===== src/rtl/candle_pkg.sv =====
// Shared types and wrap-around helpers for the parametrised candle array controller.
package candle_pkg;

  localparam int unsigned MaxCandles = 64;

  typedef enum logic [0:0] {
    StIdle,
    StSeek
  } ext_state_t;

  // One-position step with wrap-around; dir = 1 walks downwards.
  function automatic int unsigned wrap_step(int unsigned pos, logic dir, int unsigned n);
    if (dir) begin
      return (pos == 0) ? n - 1 : pos - 1;
    end
    return (pos >= n - 1) ? 0 : pos + 1;
  endfunction

  // Sum taken at full width before reducing, so jumps longer than a lap wrap correctly.
  function automatic int unsigned wrap_add(int unsigned pos, int unsigned delta, int unsigned n);
    return (pos + delta) % n;
  endfunction

endpackage


===== src/rtl/candle_seeker.sv =====
// Extinguisher FSM: walks ext_pos one candle per cycle and requests a clear on the first lit one.
module candle_seeker
  import candle_pkg::*;
#(
  parameter int unsigned NumCandles = 8,
  localparam int unsigned PosW      = $clog2(NumCandles)
) (
  input  logic                  clk_i,
  input  logic                  rst_ni,
  input  logic [NumCandles-1:0] candle_state_i,
  input  logic                  extinguish_i,
  input  logic                  sweep_dir_i,
  input  logic                  all_out_i,
  output logic                  clr_req_o,
  output logic [PosW-1:0]       clr_pos_o,
  output logic [PosW-1:0]       ext_pos_o,
  output logic                  ext_busy_o
);

  ext_state_t      state_q, state_d;
  logic [PosW-1:0] pos_q, pos_d;
  logic [PosW-1:0] cnt_q, cnt_d;

  always_comb begin
    state_d   = state_q;
    pos_d     = pos_q;
    cnt_d     = cnt_q;
    clr_req_o = 1'b0;
    unique case (state_q)
      StIdle: begin
        if (extinguish_i && !all_out_i) begin
          state_d = StSeek;
          cnt_d   = '0;
        end
      end
      StSeek: begin
        if (candle_state_i[pos_q]) begin
          clr_req_o = 1'b1;
          state_d   = StIdle;
        end else if (cnt_q == PosW'(NumCandles - 1)) begin
          // A full lap without a hit: the target was lost to a race, give up.
          state_d = StIdle;
        end else begin
          pos_d = PosW'(wrap_step(32'(pos_q), sweep_dir_i, NumCandles));
          cnt_d = cnt_q + PosW'(1);
        end
      end
      default: state_d = StIdle;
    endcase
  end

  always_ff @(posedge clk_i or negedge rst_ni) begin
    if (!rst_ni) begin
      state_q <= StIdle;
      pos_q   <= '0;
      cnt_q   <= '0;
    end else begin
      state_q <= state_d;
      pos_q   <= pos_d;
      cnt_q   <= cnt_d;
    end
  end

  assign clr_pos_o  = pos_q;
  assign ext_pos_o  = pos_q;
  assign ext_busy_o = (state_q == StSeek);

endmodule


===== src/rtl/candle_array_ctrl.sv =====
// Candle register with igniter jump pointer, extinguisher seeker, set/clear arbitration and status.
module candle_array_ctrl
  import candle_pkg::*;
#(
  parameter int unsigned NUM_CANDLES = 8,
  parameter int unsigned DELTA_W     = 4,
  localparam int unsigned POS_W      = $clog2(NUM_CANDLES),
  localparam int unsigned CNT_W      = $clog2(NUM_CANDLES + 1)
) (
  input  logic                   sys_clk,
  input  logic                   clr_n,
  input  logic [DELTA_W-1:0]     delta,
  input  logic                   ignite,
  input  logic                   extinguish,
  input  logic                   sweep_dir,
  output logic [NUM_CANDLES-1:0] candle_state,
  output logic [POS_W-1:0]       ign_pos,
  output logic [POS_W-1:0]       ext_pos,
  output logic                   ext_busy,
  output logic [CNT_W-1:0]       lit_count,
  output logic                   all_lit,
  output logic                   all_out,
  output logic                   collision
);

  logic [NUM_CANDLES-1:0] candle_q, candle_d;
  logic [POS_W-1:0]       ign_pos_q, ign_pos_d;
  logic                   collision_q, collision_d;
  logic [POS_W-1:0]       ign_tgt;
  logic                   clr_req;
  logic [POS_W-1:0]       clr_pos;
  logic [CNT_W-1:0]       lit_cnt;

  candle_seeker #(
    .NumCandles(NUM_CANDLES)
  ) u_seeker (
    .clk_i         (sys_clk),
    .rst_ni        (clr_n),
    .candle_state_i(candle_q),
    .extinguish_i  (extinguish),
    .sweep_dir_i   (sweep_dir),
    .all_out_i     (all_out),
    .clr_req_o     (clr_req),
    .clr_pos_o     (clr_pos),
    .ext_pos_o     (ext_pos),
    .ext_busy_o    (ext_busy)
  );

  assign ign_tgt = POS_W'(wrap_add(32'(ign_pos_q), 32'(delta), NUM_CANDLES));

  // Set is applied after clear so a same-candle race leaves the candle lit.
  always_comb begin
    candle_d    = candle_q;
    ign_pos_d   = ign_pos_q;
    collision_d = 1'b0;
    if (clr_req) begin
      candle_d[clr_pos] = 1'b0;
    end
    if (ignite) begin
      ign_pos_d         = ign_tgt;
      candle_d[ign_tgt] = 1'b1;
      collision_d       = clr_req && (ign_tgt == clr_pos);
    end
  end

  always_ff @(posedge sys_clk or negedge clr_n) begin
    if (!clr_n) begin
      candle_q    <= '0;
      ign_pos_q   <= '0;
      collision_q <= 1'b0;
    end else begin
      candle_q    <= candle_d;
      ign_pos_q   <= ign_pos_d;
      collision_q <= collision_d;
    end
  end

  always_comb begin
    lit_cnt = '0;
    for (int i = 0; i < NUM_CANDLES; i++) begin
      lit_cnt = lit_cnt + CNT_W'(candle_q[i]);
    end
  end

  assign candle_state = candle_q;
  assign ign_pos      = ign_pos_q;
  assign collision    = collision_q;
  assign lit_count    = lit_cnt;
  assign all_lit      = &candle_q;
  assign all_out      = ~|candle_q;

endmodule


===== config.mk =====
export PLATFORM = sky130hd
export DESIGN_NAME = candle_array_ctrl
export DESIGN_NICKNAME = d
export VERILOG_FILES = /design/src/rtl/candle_pkg.sv /design/src/rtl/candle_seeker.sv /design/src/rtl/candle_array_ctrl.sv
export SDC_FILE = /design/constraint.sdc
export NUM_CORES = 1
export LEC_CHECK = 0
export CAP_MARGIN = 25
export CORE_MARGIN = 2
export CORE_UTILIZATION = 50
export CTS_BUF_LIST = sky130_fd_sc_hd__clkbuf_4 sky130_fd_sc_hd__clkbuf_8 sky130_fd_sc_hd__clkbuf_16
export DETAILED_ROUTE_END_ITERATION = 8
export PLACE_DENSITY_LB_ADDON = 0.05
export SETUP_SLACK_MARGIN = 0.2
export SYNTH_ARGS = -nofsm -noshare
export SYNTH_HDL_FRONTEND = slang
export SYNTH_SLANG_ARGS = --single-unit

===== constraint.sdc =====
create_clock -name sys_clk -period 4.3 [get_ports sys_clk]
set_input_delay 1.29 -clock sys_clk [delete_from_list [all_inputs] [get_ports sys_clk]]
set_output_delay 1.29 -clock sys_clk [all_outputs]
set_load 0.01 [all_outputs]

==> impl_metrics.yaml, run 1 <==
outcome:
  status: "finished with violations"
  violations: "setup timing"
clocking:
  clkTransAtPathRegs_ns: 0.10
  clk_latency_ns: 0.30
  cts_inserted_buffers: 3
  cts_tree: "done"
  h-tree-depth: 1
  clockRootBuffer: "clkbuf_4"
  cts.sinks: 19
  cts_hold_buffers: 0
  clockBufferDepth: 2
yosys:
  synth_mux_area_frac: 0.0271
  synth_xor_area_frac: 0.0569
  seq_area_frac_synth: 0.343
  synth_top_family_by_area: "adder cells"
  synth_warnings: 0
  synthArstFlopShare: 1.00
  ys_types: 38
  avgSynthCellArea_um2: 9.56
  synth_edf_count: 0
  synth_largest_area_cell: "dfrtp_1"
  synth_fa_ha_area_frac: 0.181
  syn-num-nets: 171
  syn_inst: 145
  synthSimpleGateAreaFrac: 0.163
  yosys.area.top_type_share: 0.343
  ys_ff_latch: 19
  synth.area.top_cells: "dfrtp_1 (34%), ha_1 (11%), fa_1 (7.2%)"
  syn_area_um2: 1390
  synth_compound_area_frac: 0.146
  ys.flop_type: "dfrtp_1"
global_routing:
  grt_max_degree: 20
  grt_pass1_wl_um: 4850
  grt_pass1_vias: 1121
  track_usage: 0.192
  gr-total-overflow: 0
  antenna_found_initial: 0
timing:
  rsz0062_at_grt: "yes"
  tightest_slew_ns: 0.840
  max_freq_mhz: 227
  fin_worst_skew_ns: 0.00312
  slew_headroom: 0.439
  hold_violations: 0
  finalCritPeriodShare: 1.03
  report.final.slew_viol_count: 0
  layout_setup_ws_ns: -0.113
  min_period_ns: 4.41
  whs_ns: 0.512
  setup_viol: 2
layout:
  fin_cells: 209
  drive_gt1_frac: 0.152
  synthToLayoutAreaGrowth_pct: 26.4
  diodes: 0
  final_common_cell: "clkdlybuf4s50_1"
  layout.nets: 205
  final_cell_mix: "clkdlybuf4s50_1 (25), inv_1 (21), dfrtp_1 (19)"
setup_path:
  r2r_cells: 5
  worst-setup-path-type: "flop to output port"
  critical_path_arrival_ns: 3.12
  cp-end-kind: "output port"
  timing.rr.end: "u_seeker.clr_pos_o[2]"
  cp-startpoint: "candle_state[0]"
  worstSetupStartpointType: "flop"
  r2r-start: "u_seeker.clr_pos_o[0]"
  cp.required_ns: 3.01
  crit_fanout: 2
  reg2reg_slack_ns: 2.28
place:
  portBuffers: 29
  gp_congestion: 0.863
  hpwl_um: 2160
  placed_cells: 204
run:
  maxCapViolCount: 0
die:
  die_area_um2: 3210
  die_x_um: 56.7
  num_io_pins: 31
  num_rows: 19
  initial_core_util: 0.516
  core_um2: 2690
  die_y_um: 56.7
worst_hold_path:
  min_to: "u_seeker.cnt_q[0]"
  whs_path_depth: 1
  hp-class: "flop to flop"
  hold_start: "u_seeker.cnt_q[0]"
route:
  drt-total-wl_um: 2860
  dr.pass1.iters: 4
  initialDrtViolationCount: 28
  drc: 0
  vias: 1143
  avgViaCountPerCell: 5.47
  postRouteAntennaNets: 0
  wire_per_inst_um: 13.7
## synthesized netlist by cell type, drive strengths merged, types with 2 or more instances
library cell,number
inv,23
nand2b,2
xor2,3
a21oi,6
xnor2,6
nand4,2
or3b,2
o22a,2
mux2,3
dfrtp,19
clkbuf,2
nor3b,2
ha,12
fa,5
nand3,7
o31ai,2
o21ai,17
nand2,9
nor2,5
nand3b,2
buf,3
## cell families (layout without fill, tap and decap cells)
logic type / Yosys count / in the layout
flip-flops: 19 / 19
adder cells (fa/ha/maj): 17 / 17
AND/OR/NAND/NOR: 37 / 37
AO/OA/AOI/OAI: 32 / 32
multiplexers: 3 / 3
buffers and inverters: 28 / 61
XOR/XNOR: 9 / 9
## layer usage
layer  global-route usage  vias up  routed length (um)
met1                0.248      545                1290
met2                0.329       33                1370
met5                    0        -                   0
li1                     -      560                   -
met3               0.0207        5                 146
met4               0.0748        0                  54
## how the worst max path moves through the flow
stage | cells past startpoint | slack, ns | end
3_3_place_gp | 10 | -0.17 | lit_count[2]
2_1_floorplan | 9 | 0.22 | lit_count[2]
3_5_place_dp | 10 | -0.23 | lit_count[2]
4_1_cts | 10 | -0.14 | lit_count[2]
6_report | 10 | -0.11 | lit_count[2]
5_1_grt | 10 | -0.23 | lit_count[2]
## through the flow
step	worst slack, ns	TNS [ns]	area (um2)	util
after floorplan	0.215	0	1390	-
final	-0.113	-0.198	1750	0.653
after detailed placement	-0.228	-0.422	1720	0.639
after global routing	-0.227	-0.441	1750	0.653
after CTS	-0.144	-0.260	1740	0.647
after global placement	-0.166	-0.297	1720	0.639
## what timing repair did
item	4_1_cts	5_1_grt
pin swaps	0	1
buffers inserted	0	1
endpoints found under the hold margin	0	0
gates resized for setup	14	8
endpoints found under the setup margin	4	4
## area by class of cell
cell class	count	area (um2)
sequential	19	475
tap	31	38.8
fill	237	933
timing repair buffer	34	308
clock buffer	4	30.0
inverter	23	86.3
multi-input combinational	98	815
## sequential cells by signal (all words and copies together), names as in the netlist
name                 count
candle_state             8
collision                1
ign_pos                  3
u_seeker.clr_pos_o       3
u_seeker.cnt_q           3
u_seeker.ext_busy_o      1
## critical path, cell delays in order, from the launching register on
cell,delay [ns]
dfrtp_1,0.41
fa_1,0.54
inv_1,0.05
fa_1,0.49
fa_2,0.44
inv_2,0.08
ha_4,0.13
inv_2,0.03
fa_1,0.37
xnor2_1,0.15
buf_2,0.14
Power of run 1 is not shown: default switching activity piles up to over one toggle a cycle in this logic, so the estimate is an artifact.
==> run 2: changes to the inputs <==
--- a/config.mk
+++ b/config.mk
@@ -7,11 +7,12 @@
 export LEC_CHECK = 0
 export CAP_MARGIN = 25
 export CORE_MARGIN = 2
-export CORE_UTILIZATION = 50
+export CORE_UTILIZATION = 54
 export CTS_BUF_LIST = sky130_fd_sc_hd__clkbuf_4 sky130_fd_sc_hd__clkbuf_8 sky130_fd_sc_hd__clkbuf_16
 export DETAILED_ROUTE_END_ITERATION = 8
 export PLACE_DENSITY_LB_ADDON = 0.05
 export SETUP_SLACK_MARGIN = 0.2
+export SLEW_MARGIN = 20
 export SYNTH_ARGS = -nofsm -noshare
 export SYNTH_HDL_FRONTEND = slang
 export SYNTH_SLANG_ARGS = --single-unit
==> constraint.sdc (replaced) <==
create_clock -name sys_clk -period 5.4 [get_ports sys_clk]
set_input_delay 1.62 -clock sys_clk [delete_from_list [all_inputs] [get_ports sys_clk]]
set_output_delay 1.62 -clock sys_clk [all_outputs]
set_load 0.01 [all_outputs]
==> run 2 against run 1 <==
Against the previous run: the flow now finishes without violations; first-iteration DRC count is 82% lower; worst setup slack improved by 0.58 ns; die area down 6.9%; clock skew increased by 0.0066 ns; critical path type unchanged; critical endpoint unchanged.
==> impl_metrics.yaml, run 2 (same netlist as run 1, synthesis figures left out) <==
global_routing:
  grt_pass1_vias: 1012
  antenna_found_initial: 0
  track_usage: 0.220
  grt_max_degree: 20
  gr-total-overflow: 0
  grt_pass1_wl_um: 4600
setup_path:
  path_common_cell: "fa_1"
  worstSetupStartpointType: "flop"
  crit_fanout: 2
  cp.required_ns: 3.78
  cpPeakStageDelay_ns: 0.54
  critical_path_arrival_ns: 3.31
  cp_slowest_cell: "fa_1"
  path_cells: "fa_1, inv_1, fa_1, fa_1, inv_1, ha_1, inv_1, fa_1, xnor2_1, dlygate4sd2_1"
  cp-end-kind: "output port"
  r2r_cells: 5
  worst-setup-path-type: "flop to output port"
layout:
  largest_register_ffs: 8
  regArea_um2: 479
  fillCellCount: 184
  utilization: 0.713
  drive_gt1_frac: 0.113
  synthToLayoutAreaGrowth_pct: 26.3
  fin_cells: 207
  diodes: 0
  layout.nets: 204
  final_common_cell: "clkdlybuf4s50_1"
  final_cell_mix: "clkdlybuf4s50_1 (27), inv_1 (23), dfrtp_1 (16)"
  multi_input_area_um2: 796
route:
  vias: 1137
  drt-total-wl_um: 2970
  initialDrtViolationCount: 5
  postRouteAntennaNets: 0
  wire_per_inst_um: 14.3
  drc: 0
  dr.pass1.iters: 4
  avgViaCountPerCell: 5.49
timing:
  tightest_slew_ns: 0.852
  hold_violations: 0
  max_freq_mhz: 203
  finalCritPeriodShare: 0.913
  whs_ns: 0.495
  fin_worst_skew_ns: 0.00976
  rsz0062_at_grt: "no"
  min_period_ns: 4.93
  setup_viol: 0
  report.final.slew_viol_count: 0
  fin_setup_tns_ns: 0
  slew_headroom: 0.430
place:
  gp_congestion: 0.853
  hpwl_um: 2200
  placed_cells: 199
  portBuffers: 29
clocking:
  clockRootBuffer: "clkbuf_4"
  clk_latency_ns: 0.30
  h-tree-depth: 1
  cts_hold_buffers: 0
  cts_tree: "done"
  cts_inserted_buffers: 3
  cts.sinks: 19
  clockBufferDepth: 2
  clkTransAtPathRegs_ns: 0.11
worst_hold_path:
  whs_path_depth: 1
  hp-class: "flop to flop"
die:
  die_y_um: 54.7
  initial_core_util: 0.565
  core_um2: 2450
  die_x_um: 54.7
  die_area_um2: 2990
  num_rows: 18
  num_io_pins: 31
run:
  maxCapViolCount: 0
outcome:
  status: "complete, no violations"
-- run 2: cell count changes in the layout (fill, tap and decap cells not counted), sizes merged --
cell	before	now
dlygate4sd2	0	1
buf	9	4
dlymetal6s2s	0	1
clkdlybuf4s50	25	27
-- run 2: per-layer routing --
layer  global-route usage  wire length [um]
met5                    0                 0
met4                0.100                31
met3               0.0355               129
met2                0.357              1460
met1                0.287              1350
-- run 2: path summary, 6_finish.rpt --
| path | startpoint | endpoint | slack, ns |
|---|---|---|---|
| worst max-delay path | candle_state[0] | lit_count[2] | 0.47 |
| max in group asynchronous | clr_n | candle_state[3] | 3.02 |
| worst min-delay path | u_seeker.cnt_q[0] | u_seeker.cnt_q[0] | 0.49 |
| worst max register to register | u_seeker.clr_pos_o[0] | u_seeker.clr_pos_o[2] | 3.34 |
| worst min register to register | u_seeker.cnt_q[0] | u_seeker.cnt_q[0] | 0.49 |
| min in group asynchronous | clr_n | ign_pos[1] | 1.79 |
-- run 2: stage by stage --
stage / cell area (um2) / worst slack [ns]
after floorplan: 1390 / 0.985
after global placement: 1690 / 0.510
after detailed placement: 1690 / 0.455
after CTS: 1730 / 0.204
after global routing: 1750 / 0.291
final: 1750 / 0.472
-- run 2: cell type report --
| class | count | area share |
|---|---|---|
| clock buffers | 4 | 0.0172 |
| inverters | 23 | 0.0493 |
| multi-input cells | 98 | 0.455 |
| flip-flops and latches | 19 | 0.274 |
| well taps | 30 | 0.0214 |
| repair buffers | 33 | 0.184 |
-- run 2: repair_timing --
item                                    CTS  global route
resized for setup                         4             1
endpoints found under the setup margin    2             1
setup buffers                             1             3
-- run 2: critical path, delay by kind of cell, from the launching register on --
family                     cells  cell delay (ns)
DFF                            1             0.44
adders and majority gates      5             1.97
buffers and inverters          4             0.47
xor gates and xnor gates       1             0.15
Power of run 2 is left out for the same reason.
==> RTL edit (config.mk and constraints of run 1) <==
Register the output `all_lit`, without a reset; this adds one clock of latency there. The other outputs are not delayed to match.
--- a/src/rtl/candle_array_ctrl.sv
+++ b/src/rtl/candle_array_ctrl.sv
@@ -88,3 +88,5 @@
   assign lit_count    = lit_cnt;
-  assign all_lit      = &candle_q;
+  always_ff @(posedge sys_clk) begin
+    all_lit <= &candle_q;
+  end
   assign all_out      = ~|candle_q;
Function: changed (Yosys sat finds a counterexample within 10 cycles, from zero or initial values).
==> RTL edit against run 1 <==
  * The run still ends with negative setup slack left
  * Sequential cell count grew 1
  * Sequential share of layout area grew 0.22 points
  * Routed wire length grew 2.4%
  * Area after synthesis grew 1.4%
  * Via count grew 3.1%
  * Setup slack lost 0.023 ns
  * Final area grew 3.4%
  * Critical path type unchanged
  * Critical endpoint is now lit_count[1]
Power is not shown: default switching activity piles up to over one toggle a cycle in this logic, so the estimate is an artifact.
==> RTL edit: results <==
metrics = {
    "hold_path": {
        "timing.hold.worst_path_depth": 1,
    },
    "route": {
        "detailroute.wirelength.met3_um": 153,
        "dr_wl_met2_mm": 1.35,
        "detail_route.iter0.violations": 31,
        "wirelength_met1_mm": 1.38,
        "wirelength_mm": 2.93,
    },
    "global_route": {
        "met1_usage_pct": 26.9,
        "grt_use_met3_pct": 3.40,
        "grt_pass1_wl_mm": 5.13,
        "grtUsageMet2_pct": 33.8,
    },
    "final_layout": {
        "num-nets-final": 207,
        "end_of_flow_core_utilization_pct": 66.9,
        "fillers": 224,
        "fin_cells": 211,
        "drive_gt1_share_pct": 16.7,
    },
    "synth": {
        "synth.yosys.seq_area_share_pct": 35.2,
        "synth_async_sr_flop_share_pct": 95.0,
        "netlist-cell-type-count": 39,
        "area_contributors_post_synth": "dfrtp_1, ha_1, fa_1, inv_1, o21ai_0",
        "synthesis.area_per_instance_um2": 9.63,
    },
    "placed_design": {
        "placement.setup.worst_slack_ns": -0.241,
        "post_dp_cell_area_um2": 1740,
        "place.gp.congestion": 0.897,
        "dpl.hpwl_mm": 2.20,
    },
    "outcome": {
        "status": "complete, but fails checks",
        "violations_in_the_final_reports": "negative setup slack",
    },
    "timing": {
        "setup_ws_ns": -0.135,
        "tightestPinTransition_ns": 0.813,
        "finalSetupViolCount": 2,
        "finClkSkew_ns": 0.0187,
        "hold_slack_ns": 0.510,
    },
    "critical_path": {
        "ff2ff_setup_slack_ns": 2.26,
        "worst-endpoint-arrival_ns": 3.15,
    },
    "clock_tree": {
        "cts.clk_slew.worst_paths_ns": 0.13,
    },
}
## RTL edit: layout make-up
| cell class | instances | area share [%] |
|---|---|---|
| clock inverter | 1 | 1.66 |
| sequential | 20 | 27.3 |
| timing repair buffer | 35 | 17.7 |
| clock buffer | 3 | 1.24 |
| tap | 31 | 2.14 |
| inverter | 23 | 4.77 |
| multi-input combinational | 98 | 45.1 |
## RTL edit: what timing repair did
action	in CTS	in global routing
pin swaps	5	5
endpoints found under the hold margin	0	0
buffers inserted	1	1
hold buffers	0	0
endpoints found under the setup margin	4	4
resized for setup	23	2
## RTL edit: critical path, cell delays in order, from the launching register on
cell and delay [ns]:
dfrtp_1 0.41, fa_1 0.54, inv_1 0.05, fa_1 0.50, fa_2 0.44, inv_2 0.08, ha_4 0.13, inv_2 0.04
fa_2 0.53, inv_2 0.03, buf_6 0.11
## RTL edit: worst max-delay path by stage
stage | startpoint | to | slack, ns | cells after the start
global route | candle_state[1]$_DFF_PN0_ | lit_count[1] | -0.25 | 10
floorplan | candle_state[0]$_DFF_PN0_ | lit_count[2] | 0.22 | 9
finish | candle_state[1]$_DFF_PN0_ | lit_count[1] | -0.14 | 10
CTS | candle_state[3]$_DFF_PN0_ | lit_count[1] | -0.20 | 10
detailed placement | candle_state[0]$_DFF_PN0_ | lit_count[2] | -0.24 | 10
global placement | candle_state[0]$_DFF_PN0_ | lit_count[2] | -0.16 | 10
## RTL edit: kinds of logic (layout without fill, tap and decap cells)
group | after synthesis | in the layout | share of synthesized area, %
AND/OR/NAND/NOR | 37 | 37 | 16.1
AO/OA/AOI/OAI | 32 | 32 | 14.4
buffers and inverters | 28 | 62 | 8.19
flip-flops | 20 | 20 | 35.2
adder cells (fa/ha/maj) | 17 | 17 | 17.8
XOR/XNOR | 9 | 9 | 5.61
multiplexers | 3 | 3 | 2.67
